[src/rtl/rv_key_ctrl.sv]
// rv_key_ctrl -- debounced push-button peripheral with a press-capture
// interrupt.
//
// Register map (word index = data_addr_i[3:2]):
//   0x0 STATE  RO   debounced keys, active-high
//   0x4 EDGE   W1C  press-capture flags
//   0x8 IRQ_EN RW   per-key interrupt enable
//   0xC        --   reserved: reads 0, writes ignored
//
// Ports:
//   clk_i, arst_ni       clock and asynchronous active-low reset
//   key_ni[NUM_KEYS]     raw board keys, active-low, asynchronous
//   data_req_i/we_i/be_i/addr_i/wdata_i   bus request from the MMU
//   data_rvalid_o/rdata_o                 registered response, one cycle later
//   irq_o                registered OR of (EDGE & IRQ_EN)

package rv_pkg;
    parameter int          XLEN        = 32;
    parameter logic [31:0] ADDRESS_KEY = 32'h1000_7000;
endpackage

// Per-key synchronizer and debouncer.
module rv_key_deb #(
    parameter int DEBOUNCE_CYCLES = 50000
) (
    input  logic clk_i,
    input  logic arst_ni,
    input  logic key_ni,
    output logic stable_o,
    output logic press_o
);
    localparam int            CW      = $clog2(DEBOUNCE_CYCLES);
    localparam logic [CW-1:0] CNT_MAX = CW'(DEBOUNCE_CYCLES - 1);

    logic [1:0]    r_sync;
    logic          r_stable;
    logic [CW-1:0] r_cnt;
    logic          w_synced;
    logic          w_accept;

    assign w_synced = r_sync[1];
    assign w_accept = (w_synced != r_stable) && (r_cnt == CNT_MAX);
    assign stable_o = r_stable;
    // Press is flagged on the same edge the stable value rises.
    assign press_o  = w_accept && w_synced;

    always_ff @(posedge clk_i or negedge arst_ni) begin
        if (!arst_ni) begin
            r_sync   <= '0;
            r_stable <= 1'b0;
            r_cnt    <= '0;
        end else begin
            // The inversion sits in front of the flops so that the reset
            // value 0 means "released"; otherwise a released key would look
            // pressed for two cycles after reset.
            r_sync <= {r_sync[0], ~key_ni};
            if (w_synced == r_stable) begin
                r_cnt <= '0;
            end else if (r_cnt == CNT_MAX) begin
                r_stable <= w_synced;
                r_cnt    <= '0;
            end else begin
                r_cnt <= r_cnt + 1'b1;
            end
        end
    end
endmodule

module rv_key_ctrl #(
    parameter int             XLEN            = rv_pkg::XLEN,
    parameter int             NUM_KEYS        = 4,
    parameter int             DEBOUNCE_CYCLES = 50000,
    parameter logic [XLEN-1:0] BASE_ADDR      = XLEN'(rv_pkg::ADDRESS_KEY)
) (
    input  logic                clk_i,
    input  logic                arst_ni,
    input  logic [NUM_KEYS-1:0] key_ni,
    input  logic                data_req_i,
    input  logic                data_we_i,
    input  logic [XLEN/8-1:0]   data_be_i,
    input  logic [XLEN-1:0]     data_addr_i,
    input  logic [XLEN-1:0]     data_wdata_i,
    output logic                data_rvalid_o,
    output logic [XLEN-1:0]     data_rdata_o,
    output logic                irq_o
);
    logic [NUM_KEYS-1:0] w_stable;
    logic [NUM_KEYS-1:0] w_press;
    logic [NUM_KEYS-1:0] w_clr;
    logic [NUM_KEYS-1:0] r_edge;
    logic [NUM_KEYS-1:0] r_irq_en;
    logic [XLEN-1:0]     w_rd;
    logic [XLEN-1:0]     r_rdata;
    logic                r_rvalid;
    logic                r_irq;
    logic                w_sel;
    logic                w_wr;
    logic [1:0]          w_idx;
    logic                w_unused;

    for (genvar k = 0; k < NUM_KEYS; k++) begin : g_key
        rv_key_deb #(.DEBOUNCE_CYCLES(DEBOUNCE_CYCLES)) u_deb (
            .clk_i   (clk_i),
            .arst_ni (arst_ni),
            .key_ni  (key_ni[k]),
            .stable_o(w_stable[k]),
            .press_o (w_press[k])
        );
    end

    assign w_sel = data_req_i && (data_addr_i[XLEN-1:4] == BASE_ADDR[XLEN-1:4]);
    assign w_idx = data_addr_i[3:2];
    // Only byte lane 0 carries register bits; without it a write is a no-op.
    assign w_wr  = w_sel && data_we_i && data_be_i[0];
    assign w_clr = (w_wr && w_idx == 2'd1) ? data_wdata_i[NUM_KEYS-1:0] : '0;

    always_comb begin
        w_rd = '0;
        case (w_idx)
            2'd0:    w_rd[NUM_KEYS-1:0] = w_stable;
            2'd1:    w_rd[NUM_KEYS-1:0] = r_edge;
            2'd2:    w_rd[NUM_KEYS-1:0] = r_irq_en;
            default: w_rd = '0;
        endcase
    end

    always_ff @(posedge clk_i or negedge arst_ni) begin
        if (!arst_ni) begin
            r_edge   <= '0;
            r_irq_en <= '0;
            r_rvalid <= 1'b0;
            r_rdata  <= '0;
            r_irq    <= 1'b0;
        end else begin
            // A press on the same edge as its W1C wins.
            r_edge   <= (r_edge & ~w_clr) | w_press;
            if (w_wr && w_idx == 2'd2)
                r_irq_en <= data_wdata_i[NUM_KEYS-1:0];
            r_rvalid <= w_sel;
            r_rdata  <= (w_sel && !data_we_i) ? w_rd : '0;
            r_irq    <= |(r_edge & r_irq_en);
        end
    end

    assign data_rvalid_o = r_rvalid;
    assign data_rdata_o  = r_rdata;
    assign irq_o         = r_irq;

    assign w_unused = ^{data_addr_i[1:0], data_be_i, data_wdata_i};
endmodule

[config.mk]
export PLATFORM = sky130hd
export DESIGN_NAME = rv_key_ctrl
export DESIGN_NICKNAME = d
export VERILOG_FILES = /design/src/rtl/rv_key_ctrl.sv
export SDC_FILE = /design/constraint.sdc
export NUM_CORES = 1
export LEC_CHECK = 0
export ABC_AREA = 1
export CORE_MARGIN = 2
export CORE_UTILIZATION = 25
export DETAILED_ROUTE_END_ITERATION = 16
export SYNTH_ARGS = -nofsm -noshare
export SYNTH_HDL_FRONTEND = slang
export SYNTH_HIERARCHICAL = 1
export SYNTH_SLANG_ARGS = --single-unit
[constraint.sdc]
create_clock -name clk_i -period 1.2 [get_ports clk_i]
set_clock_uncertainty 0.05 [all_clocks]
set_input_delay 0.24 -clock clk_i [delete_from_list [all_inputs] [get_ports clk_i]]
set_output_delay 0.24 -clock clk_i [all_outputs]
set_load 0.01 [all_outputs]
==> flow_summary.json, run 1 <==
{
  "status": "finished, violations left",
  "violations": "negative setup slack",
  "period_minus_slack_ns": 1.34,
  "dpl-instance-area_um2": 6540,
  "clkSlewWorstSetupHoldPaths_ns": 0.07,
  "die_x_um": 147,
  "ys_seq_area_frac": 0.442,
  "drv_slew": 0,
  "port_buffers": 48,
  "clk_latency_ns": 0.35,
  "via_per_inst": 4.15,
  "grtUsageTotal": 0.117,
  "finalSetupViolCount": 54,
  "final_cell_mix": "nand2_1 (104), buf_4 (92), nor2_1 (84), dfrtp_1 (75), inv_1 (69)",
  "wl_per_cell_um": 11.5,
  "nFillCells": 1970,
  "dp_hpwl_um": 8830,
  "path_cells": "ha_4, nand3_4, nor2_4, nand2_4, nor3_2, inv_1, nand2_1",
  "instances_no_fill": 1103,
  "hold_viol_final": 0,
  "drtAntennaViolNets": 0,
  "grt_max_degree": 29,
  "cts_tree": "built",
  "mostFrequentLayoutCell": "nand2_1",
  "place_ws_ns": -0.526,
  "cp.arrival_ns": 1.59,
  "grt_pass1_vias": 4316,
  "fin_hold_ws_ns": 0.255,
  "power.total_mw": 6.73,
  "crit_required_ns": 1.45,
  "area_growth_pct": 54.2,
  "die_area_um2": 21500,
  "cts_root_buf": "clkbuf_16",
  "r2r_cells": 7,
  "placed_cells": 1056,
  "gp_congestion": 0.832,
  "yosysUniqueCellTypes": 27,
  "synthCells": 657,
  "grt_antenna_before_repair": 0,
  "setup_ws_ns": -0.142,
  "dr.pass1.iters": 5,
  "fin_crit_sh": 1.12,
  "drive_gt1_frac": 0.406,
  "tns_ns": -3.92,
  "cts_made_buffers": 9,
  "synth_seq_cells": 90,
  "grt_pass1_wl_um": 20500,
  "cap_viol_max_count": 0,
  "overflow": 0,
  "design_area_um2": 7850,
  "drtIter0Drc": 236,
  "nets": 908,
  "critical_path_class": "reg2reg",
  "path_max_fanout": 7,
  "rows": 52,
  "crit_path_top_delay_cell": "dfrtp_1",
  "ys_warn_count": 6,
  "cts_max_level": 3,
  "antenna_cells": 0,
  "ir_drop_uv": 675,
  "startpoint_type": "flip-flop",
  "clock_path_buffers": 2,
  "clkSinkCount": 90,
  "initial_core_util": 0.253,
  "worstSetupEndpointType": "flip-flop",
  "syn_area_um2": 5090,
  "vias": 4574,
  "die_h_um": 147,
  "multi_input_area_um2": 3220,
  "max_freq_ghz": 0.745,
  "rsz0062_at_grt": "true",
  "finalWirelength_um": 12700,
  "io_pins": 110,
  "core-area_um2": 20100,
  "synth.avg_cell_area_um2": 7.75,
  "post-route-drc-count": 0,
  "register_area_um2": 2270,
  "power.density_nw_per_um2": 857,
  "critPathMaxStageDelay_ns": 0.41,
  "leakage_nw": 3.75,
  "fin_util": 0.391,
  "hp-class": "in2async"
}
[state kept, by name (all words and copies together) (netlist names)]
| signal | cells |
|---|---|
| g_key.u_deb/r_cnt | 64 |
| g_key.u_deb/r_sync | 8 |
| data_rdata_o | 4 |
| g_key.u_deb/stable_o | 4 |
| r_edge | 4 |
| r_irq_en | 4 |
| data_rvalid_o | 1 |
| irq_o | 1 |
[layer usage]
layer / track usage / wire length, µm
met1: 0.153 / 5680
met2: 0.197 / 6460
met3: 0.0258 / 400
met4: 0.0335 / 175
met5: 0 / 0
[report_power, final]
| group | switching [mW] | total, mW | internal [mW] | leakage, nW |
|---|---|---|---|---|
| clock network | 1.26 | 2.93 | 1.68 | 0.152 |
| registers | 0.0673 | 3.15 | 3.08 | 1.18 |
| logic | 0.339 | 0.647 | 0.307 | 2.41 |
[synth_stat cells]
cell | count | area [µm²]
nor3_2 | 4 | 40.0
a21oi_1 | 4 | 20.0
dfrtp_1 | 90 | 2250
nand2_1 | 138 | 518
conb_1 | 1 | 3.75
xnor2_1 | 8 | 70.1
a31oi_1 | 8 | 50.1
inv_2 | 8 | 30.0
nor2_2 | 9 | 56.3
nand3_4 | 1 | 17.5
o21ai_2 | 1 | 8.76
xor2_1 | 16 | 140
o21ai_1 | 7 | 35.0
buf_4 | 28 | 210
nand3_1 | 44 | 220
nand2_2 | 18 | 113
nand3_2 | 8 | 80.1
or2_1 | 1 | 6.26
inv_1 | 79 | 297
nand4_1 | 21 | 131
nor2_1 | 142 | 533
xor2_2 | 4 | 65.1
nor3_4 | 4 | 65.1
nor2_8 | 1 | 20.0
ha_1 | 4 | 50.1
o21bai_1 | 4 | 30.0
a21o_1 | 4 | 30.0
[critical path, delay by kind of cell, from the launching register on]
| kind | cells | cell delay, ns |
|---|---|---|
| flip-flops | 1 | 0.41 |
| buffers and inverters | 1 | 0.07 |
| adder cells (fa/ha/maj) | 1 | 0.17 |
| AND/OR/NAND/NOR | 5 | 0.59 |
[kinds of logic after synthesis]
family / count (synthesis) / synth area share
simple gates: 391 / 0.354
buf+inv: 115 / 0.105
flops: 90 / 0.442
compound gates: 28 / 0.0342
xor+xnor: 28 / 0.0541
fa+ha+maj: 4 / 0.00983
other cells: 1 / 0.000736
[path summary, 6_finish.rpt]
path / start / endpoint / slack (ns)
setup / recovery: g_key[2].u_deb/r_cnt[0] / r_edge[2] / -0.14
hold / removal: arst_ni / g_key[3].u_deb/r_cnt[13] / 0.26
setup reg to reg: g_key[2].u_deb/r_cnt[0] / r_edge[2] / -0.14
hold reg to reg: g_key[0].u_deb/r_sync[0] / g_key[0].u_deb/r_sync[1] / 0.30
max in group asynchronous: arst_ni / g_key[1].u_deb/r_cnt[7] / 0.40
min in group clk_i: g_key[0].u_deb/r_sync[0] / g_key[0].u_deb/r_sync[1] / 0.30
[area by class of cell]
| type | instances | area share |
|---|---|---|
| Multi-Input combinational cell | 479 | 0.410 |
| Sequential cell | 90 | 0.289 |
| Clock inverter | 6 | 0.00845 |
| Inverter | 87 | 0.0429 |
| Timing Repair Buffer | 161 | 0.176 |
| Clock buffer | 10 | 0.0304 |
| Tap cell | 270 | 0.0430 |
[what timing repair did]
item | in CTS | in global routing
endpoints found under the hold margin | 81 | 0
gates resized for setup | 131 | 149
pin swaps | 56 | 93
setup buffers | 8 | 22
endpoints found under the setup margin | 76 | 79
hold buffers | 1 | 0
(Power assumes the default switching activity.)
==> run 2, diff against run 1 <==
==> constraint.sdc (replaced) <==
create_clock -name clk_i -period 1.61 [get_ports clk_i]
set_clock_uncertainty 0.05 [all_clocks]
set_input_delay 0.322 -clock clk_i [delete_from_list [all_inputs] [get_ports clk_i]]
set_output_delay 0.322 -clock clk_i [all_outputs]
set_load 0.01 [all_outputs]
==> flow_summary.json, run 2 (same netlist as run 1, synthesis figures left out) <==
{
  "status": "completed",
  "vias": 4047,
  "power.density_nw_per_um2": 754,
  "hold_viol_final": 0,
  "cts_tree": "built",
  "overflow": 0,
  "grt_max_degree": 25,
  "final_cell_mix": "nor2_1 (141), nand2_1 (138), dfrtp_1 (90), inv_1 (79), nand3_1 (44)",
  "finalWirelength_um": 10700,
  "drive_gt1_frac": 0.114,
  "place_ws_ns": -0.199,
  "tns_ns": 0,
  "dp_hpwl_um": 8040,
  "reg_top3": "g_key.u_deb/r_cnt: 64 flops, g_key.u_deb/r_sync: 8 flops",
  "post-route-drc-count": 0,
  "largest_reg_flops": 64,
  "nets": 803,
  "cp-startpoint": "irq_o",
  "critPathMaxStageDelay_ns": 0.53,
  "clkSlewWorstSetupHoldPaths_ns": 0.06,
  "leakage_nw": 2.95,
  "crit_buf_inv": 1,
  "ir_drop_uv": 499,
  "hp-start": "g_key[0].u_deb/r_sync[0]",
  "fin_crit_sh": 0.970,
  "mostFrequentLayoutCell": "nor2_1",
  "grt_antenna_before_repair": 0,
  "crit_family": "buffers and inverters",
  "gp_congestion": 0.842,
  "path_max_fanout": 1,
  "clock_path_buffers": 2,
  "core-area_um2": 20100,
  "cp.arrival_ns": 1.19,
  "instances_no_fill": 998,
  "crit_path_top_delay_cell": "clkdlybuf4s50_1",
  "die_x_um": 147,
  "placed_cells": 981,
  "cts_made_buffers": 9,
  "via_per_inst": 4.06,
  "drtIter0Drc": 313,
  "area_growth_pct": 21.3,
  "top_register": "g_key.u_deb/r_cnt",
  "power.total_mw": 4.66,
  "rows": 52,
  "crit_required_ns": 1.24,
  "antenna_cells": 0,
  "grt_pass1_vias": 3957,
  "r2r-start": "g_key[3].u_deb/r_cnt[0]",
  "critical_path_class": "reg2out",
  "port_buffers": 48,
  "wl_per_cell_um": 10.7,
  "nFillCells": 2118,
  "setup_ws_ns": 0.0482,
  "dr.pass1.iters": 4,
  "drv_slew": 0,
  "startpoint_type": "flip-flop",
  "finalSetupViolCount": 0,
  "drtAntennaViolNets": 0,
  "path_cells": "clkdlybuf4s50_1",
  "grt_pass1_wl_um": 18800,
  "die_area_um2": 21500,
  "hp-class": "reg2reg",
  "cap_viol_max_count": 0,
  "postCtsSetupRepairBufs": 0,
  "max_freq_ghz": 0.640,
  "fin_util": 0.307,
  "initial_core_util": 0.253,
  "worstSetupEndpointType": "output pin",
  "die_h_um": 147,
  "io_pins": 110,
  "cts_max_level": 3,
  "grtUsageTotal": 0.108,
  "period_minus_slack_ns": 1.56,
  "clkSinkCount": 90,
  "clk_latency_ns": 0.34,
  "cts_root_buf": "clkbuf_16"
}
-- run 2: changes by cell type in the layout (fill, tap and decap cells not counted), moves of 15 or more --
cell	change
nand2_1	+34
nand2_2	-21
dfrtp_2	-15
dfrtp_1	+15
nor2_2	-21
buf_6	-18
nand3_1	+16
nor2_1	+57
dlygate4sd2_1	-17
buf_4	-85
clkdlybuf4s50_1	+31
nor2_4	-36
-- run 2: cell type report --
class | count | area [µm²] | share of cell area
clock buffer | 12 | 256 | 0.0415
clock inverter | 4 | 26.3 | 0.00426
inverter | 87 | 327 | 0.0529
multi-input combinational | 479 | 2420 | 0.393
sequential | 90 | 2250 | 0.365
tap | 270 | 338 | 0.0547
timing repair buffer | 56 | 551 | 0.0892
-- run 2: path summary, 6_finish.rpt --
check                           slack [ns]                       end  cells past startpoint
worst max-delay path                  0.05                     irq_o                      1
worst min-delay path                  0.30  g_key[0].u_deb/r_sync[1]                      0
worst max register to register        0.15  g_key[3].u_deb/r_cnt[14]                      6
worst min register to register        0.30  g_key[0].u_deb/r_sync[1]                      0
max in group asynchronous             0.61   g_key[1].u_deb/r_cnt[5]                      3
min in group asynchronous             0.38  g_key[3].u_deb/r_cnt[12]                      2
-- run 2: metal layers --
metal  routed length [µm]  GRT usage  vias to the layer above
li1                     -          -                     2124
met1                 5100      0.138                     1848
met2                 5030      0.177                       59
met3                  352     0.0317                       16
met4                  240     0.0335                        0
met5                    0          0                        -
-- run 2: through the flow --
stage	cell area (µm²)	hold slack [ns]
2_1_floorplan	5190	-0.0236
3_3_place_gp	5860	0.202
3_5_place_dp	5860	0.205
4_1_cts	6150	0.302
5_1_grt	6170	0.314
6_report	6170	0.301
-- run 2: timing repair --
action | CTS | global route
cloned | 0 | 0
endpoints found under the hold margin | 18 | 0
hold buffers | 1 | 0
gates resized for setup | 4 | 6
setup endpoints to repair | 4 | 16
-- run 2: power by group --
group	internal [mW]	switching (mW)
registers	2.30	0.0355
clock network	1.13	0.865
logic	0.152	0.180
==> variant 1 (flow settings as in run 1) <==
Remove the register `r_rdata`: a continuous assignment takes its place, so the output `data_rdata_o` follows one clock earlier.
--- a/src/rtl/rv_key_ctrl.sv
+++ b/src/rtl/rv_key_ctrl.sv
@@ -129,7 +129,6 @@
             r_edge   <= '0;
             r_irq_en <= '0;
             r_rvalid <= 1'b0;
-            r_rdata  <= '0;
             r_irq    <= 1'b0;
         end else begin
             // A press on the same edge as its W1C wins.
@@ -137,10 +136,11 @@
             if (w_wr && w_idx == 2'd2)
                 r_irq_en <= data_wdata_i[NUM_KEYS-1:0];
             r_rvalid <= w_sel;
-            r_rdata  <= (w_sel && !data_we_i) ? w_rd : '0;
             r_irq    <= |(r_edge & r_irq_en);
         end
     end
+
+    assign r_rdata = (w_sel && !data_we_i) ? w_rd : '0;
 
     assign data_rvalid_o = r_rvalid;
     assign data_rdata_o  = r_rdata;
Formal check against the unedited RTL: not equivalent (Yosys sat finds a counterexample within 4 cycles, from zero or initial values and one cycle with arst_ni low).
==> variant 1 against run 1 <==
  * The run still ends with negative setup slack left
  * Via count is 0.74% higher
  * Count of clock-buffer cells in the layout is 2 higher
  * Area after synthesis is 2.0% lower
  * Setup slack worse by 0.22 ns
  * Sequential cell count is 4 lower
  * Cell area is 0.57% lower
  * Utilization is 0.93 points higher
  * Non-clock buffer count is 2 lower
  * Fmax is 14% lower
  * Total power is 7.3% lower
  * Wire length is 0.27% higher
  * Critical endpoint is now data_rdata_o[2]
==> variant 1: results (changes against run 1) <==
clock_tree:
  cts_hold_buffers: 1  # unchanged
  cts_setup_buffers: 7  # -1
  ctsResizeCount: 204  # +56%
critical_path:
  crit_start: "data_addr_i[4]"
  path_max_fanout: 4  # -3
  critPathSlowestCell: "or2_1"
  r2r-start: "g_key[1].u_deb/r_cnt[0]"
  rr_endpoint: "g_key[1].u_deb/r_cnt[3]"
  rr_worst_depth: 6  # -1
  critPathMaxStageDelay_ns: 0.22  # -0.19 ns
  endpoint: "data_rdata_o[2]"
layout:
  seq_area_share_pct: 27.9  # -1.1 points
  multi_input_area_share_pct: 43.0  # +2.0 points
  drive_gt1_share_pct: 46.7  # +6.1 points
  buffer_area_share_pct: 16.8  # -0.76 points
  nets: 902  # -0.66%
  fin_cells: 1091  # -1.1%
  signal_buffers: 159  # -1.2%
  diodes: 1  # +1
  nClkBuffers: 12  # +2
timing:
  setup_viol: 62  # +15%
  timing.final.ws_setup_ns: -0.366  # -0.225 ns
  tns_ns: -5.99  # -2.06 ns
grt:
  grt_use_total_pct: 12.2  # +0.44 points
  grtUsageMet2_pct: 21.2  # +1.5 points
  grt_pass1_vias: 4487  # +4.0%
  grt_pass1_wl_um: 21000  # +2.5%
  grt_max_degree: 40  # +38%
drt:
  firstDrtPassIters: 4  # -1
  wl_met1_um: 5520  # -2.9%
  vias: 4608  # +0.74%
  routed-wl-met2_um: 6720  # +4.0%
  drt_iter0_markers: 228  # -3.4%
  routed_wire_length_per_instance_um: 11.7  # +1.4%
placed_design:
  placed_area_um2: 6570  # +0.48%
  finalWeightedCongestion: 0.806  # -3.1%
  dp_slack_ns: -1.19  # -0.668 ns
  dp_hpwl_um: 8750  # -0.88%
synth:
  syn_inst: 653  # -0.61%
  synthAdderAreaFrac_pct: 1.00  # +0.020 points
  synth_compound_area_share_pct: 3.48  # +0.068 points
  synth_warnings: 6  # unchanged
  ys_seq_area_share_pct: 43.1  # -1.1 points
  synth_area_leaders: "dfrtp_1, nor2_1, nand2_1"
  ys_ff_latch: 86  # -4.4%
  synth-xor-area-share_pct: 5.51  # +0.11 points
  yosys-top-cells-count: "nor2_1, nand2_1, dfrtp_1"
die:
  taps: 265  # -1.9%
outcome:
  violations: "negative setup slack"
  status: "finished with violations"
power:
  p_sw_mw: 1.54  # -7.7%
  p_leak_nw: 3.64  # -2.9%
  peakVddDrop_v: 0.000542  # -20%
worst_hold_path:
  worstHoldPathType: "reg2reg"
variant 1: cell count changes in the layout (fill, tap and decap cells not counted), moves of 9 or more:
cell / before / now
dlygate4sd2_1: 21 / 3
buf_2: 6 / 20
nor2_2: 31 / 44
nor2_1: 84 / 73
clkbuf_2: 0 / 9
variant 1: power by group through the flow:
stage                     registers, mW  clock network, mW  logic (mW)
after global routing               3.02               2.79       0.762
final                              3.02               2.53       0.689
after floorplan                    3.05                  0       0.267
after detailed placement           3.05                  0       0.549
after global placement             3.05                  0       0.543
after CTS                          3.01               2.66       0.577
variant 1: stage by stage:
step | hold slack [ns] | util, %
global route | 0.306 | 40.0
CTS | 0.298 | 36.8
global placement | 0.173 | 33.7
floorplan | -0.106 | -
finish | 0.297 | 40.0
detailed placement | 0.176 | 33.7
variant 1: logic make-up after synthesis:
group                      after synthesis
adders and majority gates                4
buffers and inverters                  115
xor gates and xnor gates                28
DFF                                     86
AOI/OAI and AO/OA                       28
other                                    1
and+or+nand+nor                        391
==> variant 2 (flow settings as in run 1) <==
Without the edit above. `NUM_KEYS`: 4 -> 5.
--- a/src/rtl/rv_key_ctrl.sv
+++ b/src/rtl/rv_key_ctrl.sv
@@ -68,7 +68,7 @@
 
 module rv_key_ctrl #(
     parameter int             XLEN            = rv_pkg::XLEN,
-    parameter int             NUM_KEYS        = 4,
+    parameter int             NUM_KEYS        = 5,
     parameter int             DEBOUNCE_CYCLES = 50000,
     parameter logic [XLEN-1:0] BASE_ADDR      = XLEN'(rv_pkg::ADDRESS_KEY)
 ) (
Ports: changed (resized key_ni); port bits go from 110 to 111. No check against the original RTL was run, so the function may have changed too.
==> variant 2 against run 1 <==
  * The flow still finishes with violations (negative setup slack)
  * Global-route usage increased by 0.13 points
  * First-iteration DRC count increased by 17%
  * Sequential cell count increased by 22
  * Total power increased by 14%
  * Wire length increased by 25%
  * Hold slack improved by 0.012 ns
  * Setup slack improved by 0.0014 ns
  * Cell area increased by 23%
  * Area after synthesis increased by 23%
  * Critical path type unchanged
  * Critical endpoint is now g_key[0].u_deb/r_cnt[8]
  * Highest routed layer unchanged
==> variant 2: results (changes against run 1) <==
synth:
  synth_edf_count: 0  # unchanged
  synth_warnings: 6  # unchanged
  avgSynthCellArea_um2: 7.78  # +0.44%
  yosys-top-cells-count: "nor2_1, nand2_1, dfrtp_1"
  async_reset_ff_share_pct: 100  # unchanged
  synth_cell_types: 28  # +3.7%
  synth_area_leaders: "dfrtp_1, nor2_1, nand2_1"
  ys_seq_area_share_pct: 44.9  # +0.66 points
layout:
  fin_cells: 1333  # +21%
  nets: 1088  # +20%
  diodes: 0  # unchanged
  fill_cells: 2403  # +22%
  top_regs: "g_key.u_deb/r_cnt: 80 flops, g_key.u_deb/r_sync: 10 flops"
  drive_gt1_share_pct: 40.1  # -0.44 points
drt:
  firstDrtPassIters: 7  # +2
  vias: 5629  # +23%
  wirelength_um: 15900  # +25%
  drt_iter0_markers: 276  # +17%
clock_tree:
  clock_path_buffers: 2  # unchanged
  path_clk_slew_ns: 0.07  # about the same
  htree_levels: 3  # unchanged
  cts_made_buffers: 9  # unchanged
  root_buffer: "clkbuf_16"
  clock_latency_ns: 0.36
critical_path:
  critPathSlowestCell: "dfrtp_1"
  cp_top_family: "simple AND/OR/NAND/NOR gates"
  rr_worst_depth: 6  # -1
  required_ns: 1.40  # -0.05 ns
  path_max_fanout: 7  # unchanged
  critPathMaxStageDelay_ns: 0.41  # about the same
grt:
  grt_pass1_vias: 5332  # +24%
  grt_pass1_wl_um: 25200  # +23%
  grt_use_total_pct: 11.9  # +0.13 points
  grt_max_degree: 30  # +3.4%
  antenna_found_initial: 0  # unchanged
power:
  p_leak_nw: 4.58  # +22%
  peakVddDrop_v: 0.000545  # -19%
outcome:
  violations: "negative setup slack"
  status: "finished with violations"
worst_hold_path:
  worstHoldPathType: "in2async"
placed_design:
  finalWeightedCongestion: 0.858  # +3.1%
  dp_hpwl_um: 10700  # +21%
  io_buffer_count: 51  # +6.3%
timing:
  setup_viol: 74  # +37%
  timing.final.ws_setup_ns: -0.140  # +0.00136 ns
variant 2: changes by cell type after synthesis, moves of 4 or more:
cell and delta:
nand4_1 +4, nor2_1 +31, inv_1 +18, nand3_1 +11, xor2_1 +4, nand2_1 +32, dfrtp_1 +22, nand2_2 +4
variant 2: through the flow:
stage / cell area, um^2 / TNS, ns / setup WS [ns] / total power [mW]
after floorplan: 6470 / -0.126 / -0.0260 / 4.26
after global placement: 8000 / -11.16 / -0.557 / 4.59
after detailed placement: 8000 / -12.34 / -0.561 / 4.60
after CTS: 8750 / -2.92 / -0.0989 / 7.64
after global routing: 9650 / -10.60 / -0.217 / 8.03
final: 9650 / -4.64 / -0.140 / 7.68
variant 2: logic make-up after synthesis:
kind of cell	share of synthesized area (%)
simple gates	35.3
buf+inv	9.68
other cells	0.0601
xor+xnor	5.51
compound gates	3.61
flops	44.9
fa+ha+maj	1.00
variant 2: worst paths after layout:
path                       slack (ns)                        to                      from
max in group asynchronous        0.34   g_key[3].u_deb/r_cnt[4]                   arst_ni
min in group clk_i               0.30  g_key[3].u_deb/r_sync[0]                 key_ni[3]
setup reg to reg                -0.14   g_key[0].u_deb/r_cnt[8]   g_key[0].u_deb/r_cnt[1]
hold / removal                   0.27  g_key[3].u_deb/r_cnt[10]                   arst_ni
hold reg to reg                  0.30  g_key[4].u_deb/r_sync[1]  g_key[4].u_deb/r_sync[0]
setup / recovery                -0.14   g_key[0].u_deb/r_cnt[8]   g_key[0].u_deb/r_cnt[1]
variant 2: metal layers:
metal  part of all wire (%)  vias up  wire length [um]  global-route usage, %
met5                      0        -                 0                      0
met4                    2.0        0               318                   3.42
met3                    2.2       25               357                   2.48
met2                     50       70              7970                   20.1
met1                     46     2667              7220                   15.4
li1                       -     2867                 -                      -
variant 2: final cells by class:
| type | count | area share [%] |
|---|---|---|
| sequential | 112 | 29.2 |
| tap | 324 | 4.20 |
| inverter | 107 | 4.26 |
| clock inverter | 4 | 0.493 |
| clock buffer | 10 | 2.37 |
| multi-input combinational | 584 | 42.0 |
| timing repair buffer | 192 | 17.5 |
variant 2: power by group:
part | internal (mW) | switching [mW] | total, mW
combinational | 0.389 | 0.417 | 0.806
clock | 1.59 | 1.37 | 2.96
sequential | 3.83 | 0.0836 | 3.92
variant 2: timing repair:
item                                   4_1_cts  5_1_grt
gates cloned                                 2        0
endpoints found under the hold margin       13        0
pin swaps                                   75       94
setup endpoints to repair                   95      104
gates resized for setup                    153      183
hold buffers                                 1        0
buffers inserted                            13       26
variant 2: worst register-to-register path, cell delays in order (launching register included):
cell     delay [ns]
dfrtp_1        0.41
ha_4           0.17
nand3_4        0.15
nor2_4         0.14
nand2_4        0.12
nand2_8        0.15
nor2_1         0.06
